**src/rtl/i2c_bus_arbiter.sv**
```systemverilog
// Round-robin arbiter sharing one i2c_master command port between NREQ requesters.
// Define I2C_ARB_TIMEOUT_EN to enable the stalled-owner watchdog (forced STOP).
module i2c_bus_arbiter #(
    parameter int          NREQ           = 2,
    parameter logic [23:0] TIMEOUT_CYCLES = 24'd1000000
) (
    input  logic                clk,
    input  logic                rst_n,
    input  logic [NREQ-1:0]     req,
    output logic [NREQ-1:0]     gnt,
    input  logic [2*NREQ-1:0]   s_cmd,
    input  logic [8*NREQ-1:0]   s_data_in,
    input  logic [NREQ-1:0]     s_ack_in,
    input  logic [NREQ-1:0]     s_stb,
    output logic [NREQ-1:0]     s_ready,
    output logic [NREQ-1:0]     rsp_valid,
    output logic [7:0]          rsp_data,
    output logic                rsp_ack,
    output logic                rsp_err,
    output logic [1:0]          m_cmd,
    output logic [7:0]          m_data_in,
    output logic                m_ack_in,
    output logic                m_stb,
    input  logic                m_ready,
    input  logic [7:0]          m_data_out,
    input  logic                m_ack_out,
    input  logic                m_err_out,
    output logic [NREQ-1:0]     timeout_flag,
    output logic                busy
);

    localparam int IW = (NREQ > 2) ? 2 : 1;
    localparam logic [1:0] CMD_STOP = 2'b01;

    typedef enum logic [1:0] {
        ST_IDLE  = 2'd0,
        ST_OWN   = 2'd1,
        ST_WAIT  = 2'd2,
        ST_FSTOP = 2'd3
    } state_t;

    state_t          state_q, state_d;
    logic [IW-1:0]   owner_q, owner_d;
    logic [IW-1:0]   ptr_q, ptr_d;
    logic [NREQ-1:0] gnt_q, gnt_d;
    logic [1:0]      m_cmd_q, m_cmd_d;
    logic [7:0]      m_data_q, m_data_d;
    logic            m_ack_q, m_ack_d;
    logic            m_stb_q, m_stb_d;
    logic            blank_q, blank_d;
    logic [NREQ-1:0] rsp_valid_q, rsp_valid_d;
    logic [7:0]      rsp_data_q, rsp_data_d;
    logic            rsp_ack_q, rsp_ack_d;
    logic            rsp_err_q, rsp_err_d;

    logic [IW-1:0]   pick_s;
    logic            pick_valid_s;
    logic [IW-1:0]   next_ptr_s;
    logic            own_stb_s;
    logic            own_req_s;
    logic            done_s;
    logic            timeout_fire_s;

`ifdef I2C_ARB_TIMEOUT_EN
    logic [23:0]     cnt_q, cnt_d;
    logic [NREQ-1:0] tflag_q, tflag_d;
`else
    logic            unused_timeout_s;
    assign unused_timeout_s = ^TIMEOUT_CYCLES;
`endif

    // Shared decode: round-robin pick, owner view and completion detection
    always_comb begin
        int j;
        j            = 0;
        pick_s       = '0;
        pick_valid_s = 1'b0;
        // Scan from the far end so the requester closest to the pointer wins
        for (int k = NREQ - 1; k >= 0; k--) begin
            j = int'(ptr_q) + k;
            if (j >= NREQ) begin
                j = j - NREQ;
            end else begin
                j = j;
            end
            if (req[j]) begin
                pick_s       = IW'(j);
                pick_valid_s = 1'b1;
            end else begin
                pick_s       = pick_s;
            end
        end
        next_ptr_s = (owner_q == IW'(NREQ - 1)) ? '0 : owner_q + IW'(1);
        own_stb_s  = s_stb[owner_q];
        own_req_s  = req[owner_q];
        // The master only drops ready after it sees the strobe, so two cycles are blanked
        done_s     = m_ready & ~m_stb_q & ~blank_q;
`ifdef I2C_ARB_TIMEOUT_EN
        timeout_fire_s = (cnt_q == (TIMEOUT_CYCLES - 24'd1)) && !own_stb_s;
`else
        timeout_fire_s = 1'b0;
`endif
    end

    // State and datapath registers
    always_ff @(posedge clk or negedge rst_n) begin
        if (!rst_n) begin
            state_q     <= ST_IDLE;
            owner_q     <= '0;
            ptr_q       <= '0;
            gnt_q       <= '0;
            m_cmd_q     <= 2'b00;
            m_data_q    <= 8'h00;
            m_ack_q     <= 1'b0;
            m_stb_q     <= 1'b0;
            blank_q     <= 1'b0;
            rsp_valid_q <= '0;
            rsp_data_q  <= 8'h00;
            rsp_ack_q   <= 1'b0;
            rsp_err_q   <= 1'b0;
`ifdef I2C_ARB_TIMEOUT_EN
            cnt_q       <= 24'd0;
            tflag_q     <= '0;
`endif
        end else begin
            state_q     <= state_d;
            owner_q     <= owner_d;
            ptr_q       <= ptr_d;
            gnt_q       <= gnt_d;
            m_cmd_q     <= m_cmd_d;
            m_data_q    <= m_data_d;
            m_ack_q     <= m_ack_d;
            m_stb_q     <= m_stb_d;
            blank_q     <= blank_d;
            rsp_valid_q <= rsp_valid_d;
            rsp_data_q  <= rsp_data_d;
            rsp_ack_q   <= rsp_ack_d;
            rsp_err_q   <= rsp_err_d;
`ifdef I2C_ARB_TIMEOUT_EN
            cnt_q       <= cnt_d;
            tflag_q     <= tflag_d;
`endif
        end
    end

    // Next-state logic
    always_comb begin
        state_d = state_q;
        case (state_q)
            ST_IDLE: begin
                if (pick_valid_s) state_d = ST_OWN;
                else              state_d = ST_IDLE;
            end
            ST_OWN: begin
                if (own_stb_s && m_ready) state_d = ST_WAIT;
                else if (!own_req_s)      state_d = ST_IDLE;
                else if (timeout_fire_s)  state_d = ST_FSTOP;
                else                      state_d = ST_OWN;
            end
            ST_WAIT: begin
                if (done_s) state_d = ST_OWN;
                else        state_d = ST_WAIT;
            end
            ST_FSTOP: begin
                if (done_s) state_d = ST_IDLE;
                else        state_d = ST_FSTOP;
            end
            default: state_d = ST_IDLE;
        endcase
    end

    // Output and datapath next values
    always_comb begin
        owner_d     = owner_q;
        ptr_d       = ptr_q;
        gnt_d       = gnt_q;
        m_cmd_d     = m_cmd_q;
        m_data_d    = m_data_q;
        m_ack_d     = m_ack_q;
        m_stb_d     = 1'b0;
        blank_d     = m_stb_q;
        rsp_valid_d = '0;
        rsp_data_d  = rsp_data_q;
        rsp_ack_d   = rsp_ack_q;
        rsp_err_d   = rsp_err_q;
`ifdef I2C_ARB_TIMEOUT_EN
        cnt_d       = 24'd0;
        tflag_d     = tflag_q;
`endif
        case (state_q)
            ST_IDLE: begin
                if (pick_valid_s) begin
                    owner_d        = pick_s;
                    gnt_d          = '0;
                    gnt_d[pick_s]  = 1'b1;
`ifdef I2C_ARB_TIMEOUT_EN
                    tflag_d[pick_s] = 1'b0;
`endif
                end else begin
                    gnt_d = '0;
                end
            end
            ST_OWN: begin
                if (own_stb_s && m_ready) begin
                    m_cmd_d  = s_cmd[2*int'(owner_q) +: 2];
                    m_data_d = s_data_in[8*int'(owner_q) +: 8];
                    m_ack_d  = s_ack_in[owner_q];
                    m_stb_d  = 1'b1;
                end else if (!own_req_s) begin
                    gnt_d = '0;
                    ptr_d = next_ptr_s;
                end else if (timeout_fire_s) begin
                    m_cmd_d = CMD_STOP;
                    m_stb_d = 1'b1;
                    gnt_d   = '0;
`ifdef I2C_ARB_TIMEOUT_EN
                    tflag_d[owner_q] = 1'b1;
`endif
                end else begin
`ifdef I2C_ARB_TIMEOUT_EN
                    cnt_d = own_stb_s ? 24'd0 : cnt_q + 24'd1;
`else
                    gnt_d = gnt_q;
`endif
                end
            end
            ST_WAIT: begin
                if (done_s) begin
                    rsp_data_d           = m_data_out;
                    rsp_ack_d            = m_ack_out;
                    rsp_err_d            = m_err_out;
                    rsp_valid_d[owner_q] = 1'b1;
                end else begin
                    rsp_valid_d = '0;
                end
            end
            ST_FSTOP: begin
                if (done_s) ptr_d = next_ptr_s;
                else        ptr_d = ptr_q;
            end
            default: begin
                gnt_d = '0;
            end
        endcase
    end

    // Only the owner sees the master's ready, and only while it may issue
    always_comb begin
        s_ready = '0;
        if (state_q == ST_OWN) s_ready[owner_q] = m_ready;
        else                   s_ready = '0;
    end

    assign gnt       = gnt_q;
    assign m_cmd     = m_cmd_q;
    assign m_data_in = m_data_q;
    assign m_ack_in  = m_ack_q;
    assign m_stb     = m_stb_q;
    assign rsp_valid = rsp_valid_q;
    assign rsp_data  = rsp_data_q;
    assign rsp_ack   = rsp_ack_q;
    assign rsp_err   = rsp_err_q;
    assign busy      = (state_q != ST_IDLE);
`ifdef I2C_ARB_TIMEOUT_EN
    assign timeout_flag = tflag_q;
`else
    assign timeout_flag = '0;
`endif

endmodule

```
**config.mk**
```make
export PLATFORM = sky130hd
export DESIGN_NAME = i2c_bus_arbiter
export DESIGN_NICKNAME = d
export VERILOG_FILES = /design/src/rtl/i2c_bus_arbiter.sv
export SDC_FILE = /design/constraint.sdc
export NUM_CORES = 1
export LEC_CHECK = 0
export CAP_MARGIN = 20
export CORE_MARGIN = 5
export CORE_UTILIZATION = 43
export DETAILED_ROUTE_END_ITERATION = 7
export HOLD_SLACK_MARGIN = 0.05
export PLACE_DENSITY_LB_ADDON = 0.08
export SKIP_LAST_GASP = 1
export SYNTH_ARGS = -nofsm -noshare
export SYNTH_HDL_FRONTEND = slang
export SYNTH_SLANG_ARGS = --single-unit
```
**constraint.sdc**
```tcl
create_clock -name clk -period 4.1 [get_ports clk]
set_input_delay 0.82 -clock clk [delete_from_list [all_inputs] [get_ports clk]]
set_output_delay 0.82 -clock clk [all_outputs]
set_load 0.03 [all_outputs]
```
==> run summary <==
The run finished with clean final reports. From synthesis to final layout, the design area changed by 51.9%. The critical path is of the primary input to output port type. The effective utilization at floorplan is 43.9%. The number of warnings printed during yosys synthesis came out at 0. The total overflow left after global routing is 0. The leakage power summed over all cells came out at 0.924 nW. The worst setup path is launched from a primary input. Data on the critical path arrives at its endpoint at 2.46 ns.

In this run the count of I/O pins placed on the die edge is 70. The count of input and output buffers came out at 67. The sort of element at the end of the critical path is an output port.

The flip-flop and latch count after synthesis came out at 31. The maximum count of clock buffers along a single path is 2. The number of antenna violations at the first check in global routing came out at 0. The clock drives 31 sinks. The highest achievable clock rate is 0.305 GHz.

The quantity of gates resized following cts came out at 0. The shortest clock period the worst path allows after layout is 3.28 ns. The cell sitting at the root of the clock tree is a clkbuf_4.

Setup violations remaining at the end of the flow were counted as 0. 0 antenna diodes ended up in the layout. The via density per instance came out at 4.98. The total vias in the final route is 1190. Dividing the detail-routed wire length by the instance count gives 14.7 um. Across the run, the number of max-cap violations was 0. The H-tree generated during clock tree synthesis spans 2 levels.

Setup repair after global routing left no endpoint under its margin. The worst-case vdd ir drop is 0.398 mV. Dividing total power by cell area gives a power density of 742 nW/um^2. The number of fillers in the final layout came out at 284. The synthesized instance count is 124. The cell row count is 21.

The first-pass GRT wire length came out at 5800 um. In this run, CTS created clock tree buffers numbering 5. The maximum fanout along the worst path is 6.

The register clock-pin slew on the reported worst setup and hold paths came out at 0.09 ns. The final critical-path share of the clock period is 79.9%. The die covers 4610 um^2. Summed over all nets, the half-perimeter wirelength after detailed placement is 2640 um.

After routing, the total negative slack on setup checks comes to 0 ns. The placeable core region came out at 3280 um^2. The final layout contains routed wiring with a total length of 3520 um.

The number of design rule violations left after detail routing came out at 0. The number of nets in the layout is 231. The largest net degree at the start of global routing came out at 32. The most common cell after layout, fill and taps aside is clkdlybuf4s50_1. Between clock sinks in the finished design, the worst skew comes to 0.00756 ns. The final hold slack is 0.451 ns. The TritonCTS clock tree is yes. The detail route stage leaves a number of antenna-violating nets equal to 0.

The average instance area after synthesis came out at 11.6 um^2. Leaving out fill and tap cells, the most frequent cells in the layout are clkdlybuf4s50_1 (67), dfrtp_1 (31), a21oi_1 (23), mux2_2 (12), mux2i_1 (12). The global-route total usage across every layer came out at 17.2%.

The hold buffer count at CTS is 0. The number of DRC markers after the initial detailed-route iteration came out at 104. In this run the tightest slew margin relative to its limit is 43.9%. The buffers inserted during post-CTS setup optimization is 0. The fraction of layout cells with a size suffix above 1 is 12.4%. The horizontal die dimension came out at 67.9 um. The register area share after synthesis came out at 53.8%. The final weighted congestion in routability-driven placement is 0.867. The count of flip-flops with a built-in enable after synthesis came out at 0. For the pin with the worst max-slew slack, the measured transition is 0.839 ns. The via count of the first global-routing pass is 1247. In the synthesized netlist the async set-or-reset flop fraction comes to 100%.

The number of pins with negative max-slew slack in the final report is 0. The post-synthesis cell type count is 30. The clock latency on the worst-skew pair came out at 0.32 ns. The required arrival time at the worst endpoint is 3.28 ns. The most used flip-flop cell after synthesis is dfrtp_1. The cell area after technology mapping came out at 1440 um^2. The number of hold violations in the final report is 0. The min-delay analysis places its worst path in the category flop to flop. The die outline height came out at 67.9 um. The number of optimization iterations in the first detailed-route pass is 4.
## power breakdown
group / internal (W) / switching, W / total [W]
clock: 0.000101 / 0.0000986 / 0.000199
combinational: 0.000405 / 0.000490 / 0.000895
sequential: 0.000440 / 0.0000908 / 0.000531
total: 0.000946 / 0.000680 / 0.00163
## path summary, 6_finish.rpt
path	startpoint	to	slack (ns)	depth (start not counted)
max	m_ready	s_ready[0]	0.82	4
min	m_stb	blank_q	0.45	0
max in group asynchronous	rst_n	m_data_in[4]	2.93	2
min in group asynchronous	rst_n	rsp_data[7]	0.88	2
min reg2reg	m_stb	blank_q	0.45	0
max reg2reg	state_q[1]	rsp_err	2.18	3
## area by class of cell
type / instances / area, um^2 / share of cell area, %
repair buffers: 70 / 693 / 31.6
clock buffers: 8 / 68.8 / 3.14
multi-input cells: 80 / 581 / 26.5
well taps: 46 / 57.6 / 2.63
inverters: 4 / 15.0 / 0.685
flip-flops and latches: 31 / 776 / 35.4
## synthesized netlist by cell type, drive strengths merged, types with 2 or more instances
cell     n  area share [%]
mux2    12             9.4
o21ai    4             1.4
buf     10             5.2
mux2i   12             8.3
a21oi   24             8.6
nand2    2            0.52
dfrtp   31              54
nand3    2            0.69
nor3     2            0.69
nand2b   2            0.87
inv      4             1.0
nor2     3            0.78
and2     3             1.5
## logic make-up after synthesis
| family | Yosys count | share of synthesized area [%] |
|---|---|---|
| other | 1 | 0.260 |
| DFF | 31 | 53.8 |
| AOI/OAI and AO/OA | 35 | 14.1 |
| muxes | 24 | 17.7 |
| and+or+nand+nor | 19 | 7.89 |
| buffers and inverters | 14 | 6.24 |
## per-stage QoR
| step | utilization, % | std cells | worst slack [ns] | total power (W) | cell area [um^2] |
|---|---|---|---|---|---|
| finish | 66.7 | 239 | 0.823 | 0.00163 | 2190 |
| global route | 66.7 | 239 | 0.730 | 0.00174 | 2190 |
| CTS | 66.7 | 239 | 0.824 | 0.00164 | 2190 |
| detailed placement | 64.6 | 231 | 0.829 | 0.00144 | 2120 |
| global placement | 64.6 | 231 | 0.837 | 0.00142 | 2120 |
| floorplan | - | 125 | 1.55 | 0.00109 | 1450 |
## critical path, stage by stage
cell	delay (ns)
clkdlybuf4s50_1	0.57
and3b_1	0.25
nor2b_1	0.14
clkdlybuf4s50_1	0.68
## per-layer routing
metal  part of all wire [%]  up-vias  track usage, %
met5                      0        -               0
met4                    1.2        0            5.21
met3                    9.0        6            6.90
met2                     48       50            25.5
met1                     42      559            22.9
li1                       -      575               -
## sequential cells by signal (all words and copies together), names as in the netlist
register   flops
m_stb          1
owner_q        1
m_data_in      8
blank_q        1
rsp_err        1
m_ack_in       1
ptr_q          1
rsp_ack        1
rsp_valid      2
m_cmd          2
gnt            2
rsp_data       8
state_q        2
Power figures use the tool's default switching activity.
